$ cat src/rtl/pe_array_pkg.sv
// Shared constants for the PE array and its control sequencer.
// Holds the array phase codes, default widths and the sequencer's state encodings.
// No logic; a helper maps sequencer states onto the phase code broadcast to the array.
package pe_array_pkg;

    // Phase codes seen by every PE on global_state
    localparam logic [1:0] S_LOAD_W = 2'd0;
    localparam logic [1:0] S_LOAD_X = 2'd1;
    localparam logic [1:0] S_MAC    = 2'd2;
    localparam logic [1:0] S_IDLE   = 2'd3;

    // Default array geometry and data width
    localparam int DW_DEF    = 8;
    localparam int ROW_W_DEF = 4;
    localparam int COL_W_DEF = 4;

    // Sequencer FSM encodings
    localparam logic [2:0] ST_IDLE    = 3'd0;
    localparam logic [2:0] ST_LOAD_W  = 3'd1;
    localparam logic [2:0] ST_W_DRAIN = 3'd2;
    localparam logic [2:0] ST_WAIT_X  = 3'd3;
    localparam logic [2:0] ST_LOAD_X  = 3'd4;
    localparam logic [2:0] ST_MAC     = 3'd5;
    localparam logic [2:0] ST_CAPTURE = 3'd6;
    localparam logic [2:0] ST_DONE    = 3'd7;

    // W_DRAIN keeps the load phase so the final weight strobe lands while PEs still accept writes
    function automatic logic [1:0] phase_of(input logic [2:0] st);
        case (st)
            ST_LOAD_W, ST_W_DRAIN: return S_LOAD_W;
            ST_LOAD_X:             return S_LOAD_X;
            ST_MAC:                return S_MAC;
            default:               return S_IDLE;
        endcase
    endfunction

    // Job lengths of zero are promoted to one
    function automatic logic [15:0] at_least_one(input logic [15:0] v);
        return (v == 16'd0) ? 16'd1 : v;
    endfunction

endpackage

$ cat src/rtl/pe_cfg_addr_gen.sv
// Row-major {row,col} address counter for weight configuration writes.
// Address updates one cycle after an advance; clear takes effect next cycle.
// Holds at the last populated PE, so unpopulated addresses are never produced.
module pe_cfg_addr_gen #(
    parameter int ROW_W = 4,
    parameter int COL_W = 4,
    parameter int ROWS  = 4,
    parameter int COLS  = 4
) (
    input  logic                   clk,
    input  logic                   rst,
    input  logic                   clr,
    input  logic                   adv,
    output logic [ROW_W+COL_W-1:0] addr,
    output logic                   last
);

    logic [ROW_W-1:0] row;
    logic [COL_W-1:0] col;

    // Walk columns first, then wrap to the next row; freeze on the last PE
    always_ff @(posedge clk) begin
        if (rst || clr) begin
            row <= '0;
            col <= '0;
        end else if (adv && !last) begin
            if (col == COL_W'(COLS - 1)) begin
                col <= '0;
                row <= row + 1'b1;
            end else begin
                col <= col + 1'b1;
            end
        end
    end

    assign addr = {row, col};
    assign last = (row == ROW_W'(ROWS - 1)) && (col == COL_W'(COLS - 1));

endmodule

$ cat src/rtl/pe_array_seq.sv
// Sequencer driving PE array weight writes and LOAD_W/LOAD_X/MAC phase broadcast.
// All outputs registered: weight strobe one cycle after handshake, phases track state.
// w_ready only in LOAD_W, x_ready only in WAIT_X; upstream holds valid until accepted.
module pe_array_seq
    import pe_array_pkg::*;
#(
    parameter int DW    = DW_DEF,
    parameter int ROW_W = ROW_W_DEF,
    parameter int COL_W = COL_W_DEF,
    parameter int ROWS  = 4,
    parameter int COLS  = 4
) (
    input  logic                    clk,
    input  logic                    rst,
    input  logic                    start,
    input  logic [15:0]             mac_len,
    input  logic [15:0]             n_vec,
    input  logic                    w_valid,
    input  logic signed [DW-1:0]    w_data,
    output logic                    w_ready,
    input  logic                    x_valid,
    output logic                    x_ready,
    output logic [ROW_W+COL_W-1:0]  cfg_addr,
    output logic signed [DW-1:0]    cfg_data,
    output logic                    cfg_valid,
    output logic [1:0]              global_state,
    output logic                    acc_capture,
    output logic                    busy,
    output logic                    done
);

    logic [2:0]             st;
    logic [2:0]             st_nxt;
    logic [15:0]            mac_len_q;
    logic [15:0]            mac_cnt;
    logic [15:0]            vec_cnt;
    logic                   w_hs;
    logic                   x_hs;
    logic                   job_go;
    logic [ROW_W+COL_W-1:0] addr;
    logic                   addr_last;

    assign w_hs   = w_valid && w_ready;
    assign x_hs   = x_valid && x_ready;
    assign job_go = (st == ST_IDLE) && start;

    pe_cfg_addr_gen #(
        .ROW_W (ROW_W),
        .COL_W (COL_W),
        .ROWS  (ROWS),
        .COLS  (COLS)
    ) u_addr_gen (
        .clk  (clk),
        .rst  (rst),
        .clr  (job_go),
        .adv  (w_hs),
        .addr (addr),
        .last (addr_last)
    );

    // Next-state decode; start outside IDLE falls through untouched
    always_comb begin
        st_nxt = st;
        case (st)
            ST_IDLE:    if (start) st_nxt = ST_LOAD_W;
            ST_LOAD_W:  if (w_hs && addr_last) st_nxt = ST_W_DRAIN;
            ST_W_DRAIN: st_nxt = ST_WAIT_X;
            ST_WAIT_X:  if (x_hs) st_nxt = ST_LOAD_X;
            ST_LOAD_X:  st_nxt = ST_MAC;
            ST_MAC:     if (mac_cnt <= 16'd1) st_nxt = ST_CAPTURE;
            ST_CAPTURE: st_nxt = (vec_cnt <= 16'd1) ? ST_DONE : ST_WAIT_X;
            ST_DONE:    st_nxt = ST_IDLE;
            default:    st_nxt = ST_IDLE;
        endcase
    end

    // State, job counters and output registers; outputs are decoded from the next state
    always_ff @(posedge clk) begin
        if (rst) begin
            st           <= ST_IDLE;
            mac_len_q    <= 16'd1;
            mac_cnt      <= '0;
            vec_cnt      <= '0;
            cfg_valid    <= 1'b0;
            cfg_addr     <= '0;
            cfg_data     <= '0;
            global_state <= S_IDLE;
            w_ready      <= 1'b0;
            x_ready      <= 1'b0;
            acc_capture  <= 1'b0;
            busy         <= 1'b0;
            done         <= 1'b0;
        end else begin
            st <= st_nxt;

            if (job_go) begin
                mac_len_q <= at_least_one(mac_len);
                vec_cnt   <= at_least_one(n_vec);
            end

            if (st == ST_LOAD_X) begin
                mac_cnt <= mac_len_q;
            end else if (st == ST_MAC && mac_cnt != 16'd0) begin
                mac_cnt <= mac_cnt - 16'd1;
            end

            if (st == ST_CAPTURE && vec_cnt != 16'd0) begin
                vec_cnt <= vec_cnt - 16'd1;
            end

            cfg_valid <= w_hs;
            if (w_hs) begin
                cfg_addr <= addr;
                cfg_data <= w_data;
            end

            global_state <= phase_of(st_nxt);
            w_ready      <= (st_nxt == ST_LOAD_W);
            x_ready      <= (st_nxt == ST_WAIT_X);
            acc_capture  <= (st_nxt == ST_CAPTURE);
            busy         <= (st_nxt != ST_IDLE);
            done         <= (st_nxt == ST_DONE);
        end
    end

endmodule

$ cat config.mk
export PLATFORM = sky130hd
export DESIGN_NAME = pe_array_seq
export DESIGN_NICKNAME = d
export VERILOG_FILES = /design/src/rtl/pe_array_pkg.sv /design/src/rtl/pe_cfg_addr_gen.sv /design/src/rtl/pe_array_seq.sv
export SDC_FILE = /design/constraint.sdc
export NUM_CORES = 1
export LEC_CHECK = 0
export ABC_CLOCK_PERIOD_IN_PS = 2610
export BUFFER_PORTS_ARGS = -buffer_cell sky130_fd_sc_hd__buf_2
export CORE_MARGIN = 3
export CORE_UTILIZATION = 56
export DETAILED_ROUTE_END_ITERATION = 16
export PLACE_DENSITY = 0.8
export REMOVE_ABC_BUFFERS = 1
export SYNTH_ARGS = -nofsm -noshare
export SYNTH_HDL_FRONTEND = slang
export SYNTH_SLANG_ARGS = --single-unit
$ cat constraint.sdc
create_clock -name clk -period 2.61 [get_ports clk]
set_input_delay 0.261 -clock clk [delete_from_list [all_inputs] [get_ports clk]]
set_output_delay 0.261 -clock clk [all_outputs]
set_load 0.02 [all_outputs]
==> results.sh <==
export IMPL_status="complete, no violations"
export IMPL_seq_area_frac_synth_pct=40.7
export IMPL_synth_top_cell_area_share_pct=40.7
export IMPL_viasPerCell=5.98
export IMPL_syn_area_sq_mm=0.00408
export IMPL_clkSinkCount=83
export IMPL_finalSetupViolations=0
export IMPL_wire_per_inst_microns=14.8
export IMPL_wl_met1_microns=4300
export IMPL_fillers=621
export IMPL_synth_edf_count=0
export IMPL_p_leak_nw=1.82
export IMPL_gp_congestion=0.869
export IMPL_area_delta_synth_final_pct=15.0
export IMPL_peakVddDrop_mv=0.331
export IMPL_async_flop_share_pct=0
export IMPL_drive_gt1_share_pct=21.1
export IMPL_antenna_found_initial=0
export IMPL_relSlewSlack_pct=49.0
export IMPL_clock_skew_ns=0.0111
export IMPL_cp_end_kind="register"
export IMPL_whs_path_depth=3
export IMPL_critical_path_class="register to register"
export IMPL_drc_errors=0
export IMPL_yosysUniqueCellTypes=65
export IMPL_worstPathRequired_ns=2.86
export IMPL_post_dp_hpwl_microns=6870
export IMPL_drt_wl_total_microns=9680
export IMPL_detail_route_antenna_nets=0
export IMPL_cts_buffers=9
export IMPL_synth_seq_cells=83
export IMPL_die_h_microns=91.3
export IMPL_dieArea_sq_mm=0.00834
export IMPL_firstDrtPassIters=4
export IMPL_cts_tree="done"
export IMPL_pwr_share_comb_pct=11.8
export IMPL_r2r_cells=7
export IMPL_finalCritPeriodShare_pct=86.3
export IMPL_fmax_ghz=0.444
export IMPL_vias=3914
export IMPL_startpoint_type="register"
export IMPL_hold_class="primary input to register"
export IMPL_portBuffers=68
export IMPL_nets=606
export IMPL_critPathMaxFanout=6
export IMPL_netlist_instances=495
export IMPL_synth_top_cells_by_area="dfxtp_1 (41%), nand2_1 (8.5%), a21oi_1 (6.4%), nor2_1 (2.9%), a22o_1 (2.6%)"
export IMPL_cts_hold_buf=0
export IMPL_routed_wl_met2_microns=4560
export IMPL_yosys_warnings=0
export IMPL_power_density_mw_per_mm2=561
export IMPL_p_sw_uw=717
export IMPL_clockPowerShare_pct=36.7
export IMPL_coreArea_sq_mm=0.00694
export IMPL_overflow=0
export IMPL_rows=30
export IMPL_start_util_pct=58.7
export IMPL_grt_pass1_vias=3638
export IMPL_cts_root_buffer="clkbuf_8"
export IMPL_cts_setup_buffers=0
export IMPL_setup_tns_ns=0
export IMPL_clk_path_buf_depth=2
export IMPL_timing_final_hold_violations=0
export IMPL_min_period_ns=2.25
export IMPL_arrival_ns=2.50
export IMPL_intPower_mw=1.91
export IMPL_io_pins=69
export IMPL_drtIter0Drc=221
export IMPL_switching_share_pct=27.2
export IMPL_yosys_area_top_type="dfxtp_1"
export IMPL_synth_ff_type="dfxtp_1"
export IMPL_grt_util_all_layers_pct=23.8
export IMPL_clk_pin_slew_worst_paths_ns=0.09
export IMPL_synth_most_common_cell="nand2_1"
export IMPL_clock_latency_ns=0.36
export IMPL_diodes=0
export IMPL_maxCapViolations=0
export IMPL_grt_pass1_wl_microns=16400
export IMPL_synth_avg_cell_area_sq_um=8.24
export IMPL_dieWidth_microns=91.3
export IMPL_worst_pin_slew_ns=0.759
export IMPL_h_tree_depth=3
export IMPL_grt_max_degree=38
export IMPL_routed_top_layer="met4"
export IMPL_slew_viol_final=0
export IMPL_ctsResizeCount=0
export IMPL_yosys_top_cells_count="nand2_1 (92), dfxtp_1 (83), a21oi_1 (52), nor2_1 (32), clkbuf_1 (19)"
export IMPL_seqPwrFrac_pct=51.5
export IMPL_total_power_mw=2.63
export IMPL_grt_setup_unrepaired="no"
export IMPL_wl_met3_microns=700
## critical path, cell delays in order, from the launching register on
cell and delay (ns):
dfxtp_1 0.35, inv_1 0.11, ha_1 0.23, nor3b_1 0.61, nand4_2 0.29, nand2_1 0.17, nor2_1 0.06, a2111oi_2 0.33
## cell families (layout without fill, tap and decap cells)
kind of cell | after synthesis | in the layout | share of synthesized area (%)
buf+inv | 38 | 102 | 4.14
compound gates | 132 | 132 | 20.8
fa+ha+maj | 7 | 7 | 2.15
simple gates | 228 | 228 | 30.5
flops | 83 | 83 | 40.7
xor+xnor | 4 | 4 | 0.859
mux | 3 | 3 | 0.767
## layout make-up
class | count | area (sq um) | share of cell area [%]
Multi-Input combinational cell | 374 | 2250 | 48.0
Sequential cell | 83 | 1660 | 35.4
Timing Repair Buffer | 78 | 415 | 8.86
Clock buffer | 10 | 138 | 2.94
Tap cell | 96 | 120 | 2.56
Clock inverter | 6 | 71.3 | 1.52
Inverter | 8 | 30.0 | 0.641
## metal layers
metal | track usage (%) | up-vias
met4 | 8.42 | 0
met3 | 5.97 | 9
li1 | - | 1931
met1 | 30.7 | 1816
met2 | 38.7 | 158
met5 | 0 | -
## stage by stage
| stage | hold slack, ns | std cells | util (%) | instance area, sq um | setup slack (ns) |
|---|---|---|---|---|---|
| CTS | 0.115 | 655 | 67.5 | 4690 | 0.411 |
| finish | 0.129 | 655 | 67.5 | 4690 | 0.357 |
| detailed placement | 0.443 | 639 | 64.5 | 4480 | 0.427 |
| floorplan | 0.323 | 465 | - | 3940 | -0.235 |
| global route | 0.119 | 655 | 67.5 | 4690 | 0.171 |
| global placement | 0.438 | 639 | 64.5 | 4480 | 0.532 |
## sequential cells by signal (all words and copies together), names as in the netlist, 2 cells and up
signal	cells
vec_cnt	16
global_state	2
st	3
cfg_addr	8
u_addr_gen.col	4
u_addr_gen.row	4
cfg_data	8
mac_len_q	16
mac_cnt	16
## worst paths after layout
check | slack [ns] | from | to
worst max register to register | 0.36 | vec_cnt[0]$_SDFFE_PP0P_ | vec_cnt[0]$_SDFFE_PP0P_
worst min-delay path | 0.13 | w_data[1] | cfg_data[1]$_SDFFE_PP0P_
worst max-delay path | 0.36 | vec_cnt[0]$_SDFFE_PP0P_ | vec_cnt[0]$_SDFFE_PP0P_
worst min register to register | 0.45 | cfg_data[1]$_SDFFE_PP0P_ | cfg_data[1]$_SDFFE_PP0P_
## layout by cell type, fill, tap and decap left out, types with 5 or more instances in the layout
cell type / n
o211ai_1: 6
clkbuf_8: 10
a31oi_1: 11
nand4_1: 10
a21oi_1: 52
nor4_1: 15
buf_4: 10
inv_1: 8
dfxtp_1: 83
buf_2: 68
nor3b_1: 5
nor3_1: 13
a22o_1: 12
ha_1: 7
nor2_1: 32
o21ai_1: 14
or4_1: 5
nand2_1: 92
o21ai_0: 10
nand3_1: 17
## power by group through the flow
| stage | registers [mW] | clock network (mW) | logic [mW] |
|---|---|---|---|
| after detailed placement | 1.38 | 0 | 0.308 |
| final | 1.35 | 0.965 | 0.311 |
| after global placement | 1.38 | 0 | 0.303 |
| after floorplan | 1.39 | 0 | 0.174 |
| after global routing | 1.36 | 1.03 | 0.345 |
| after CTS | 1.35 | 0.986 | 0.310 |
Note: power is estimated with default switching activity, not from simulation.
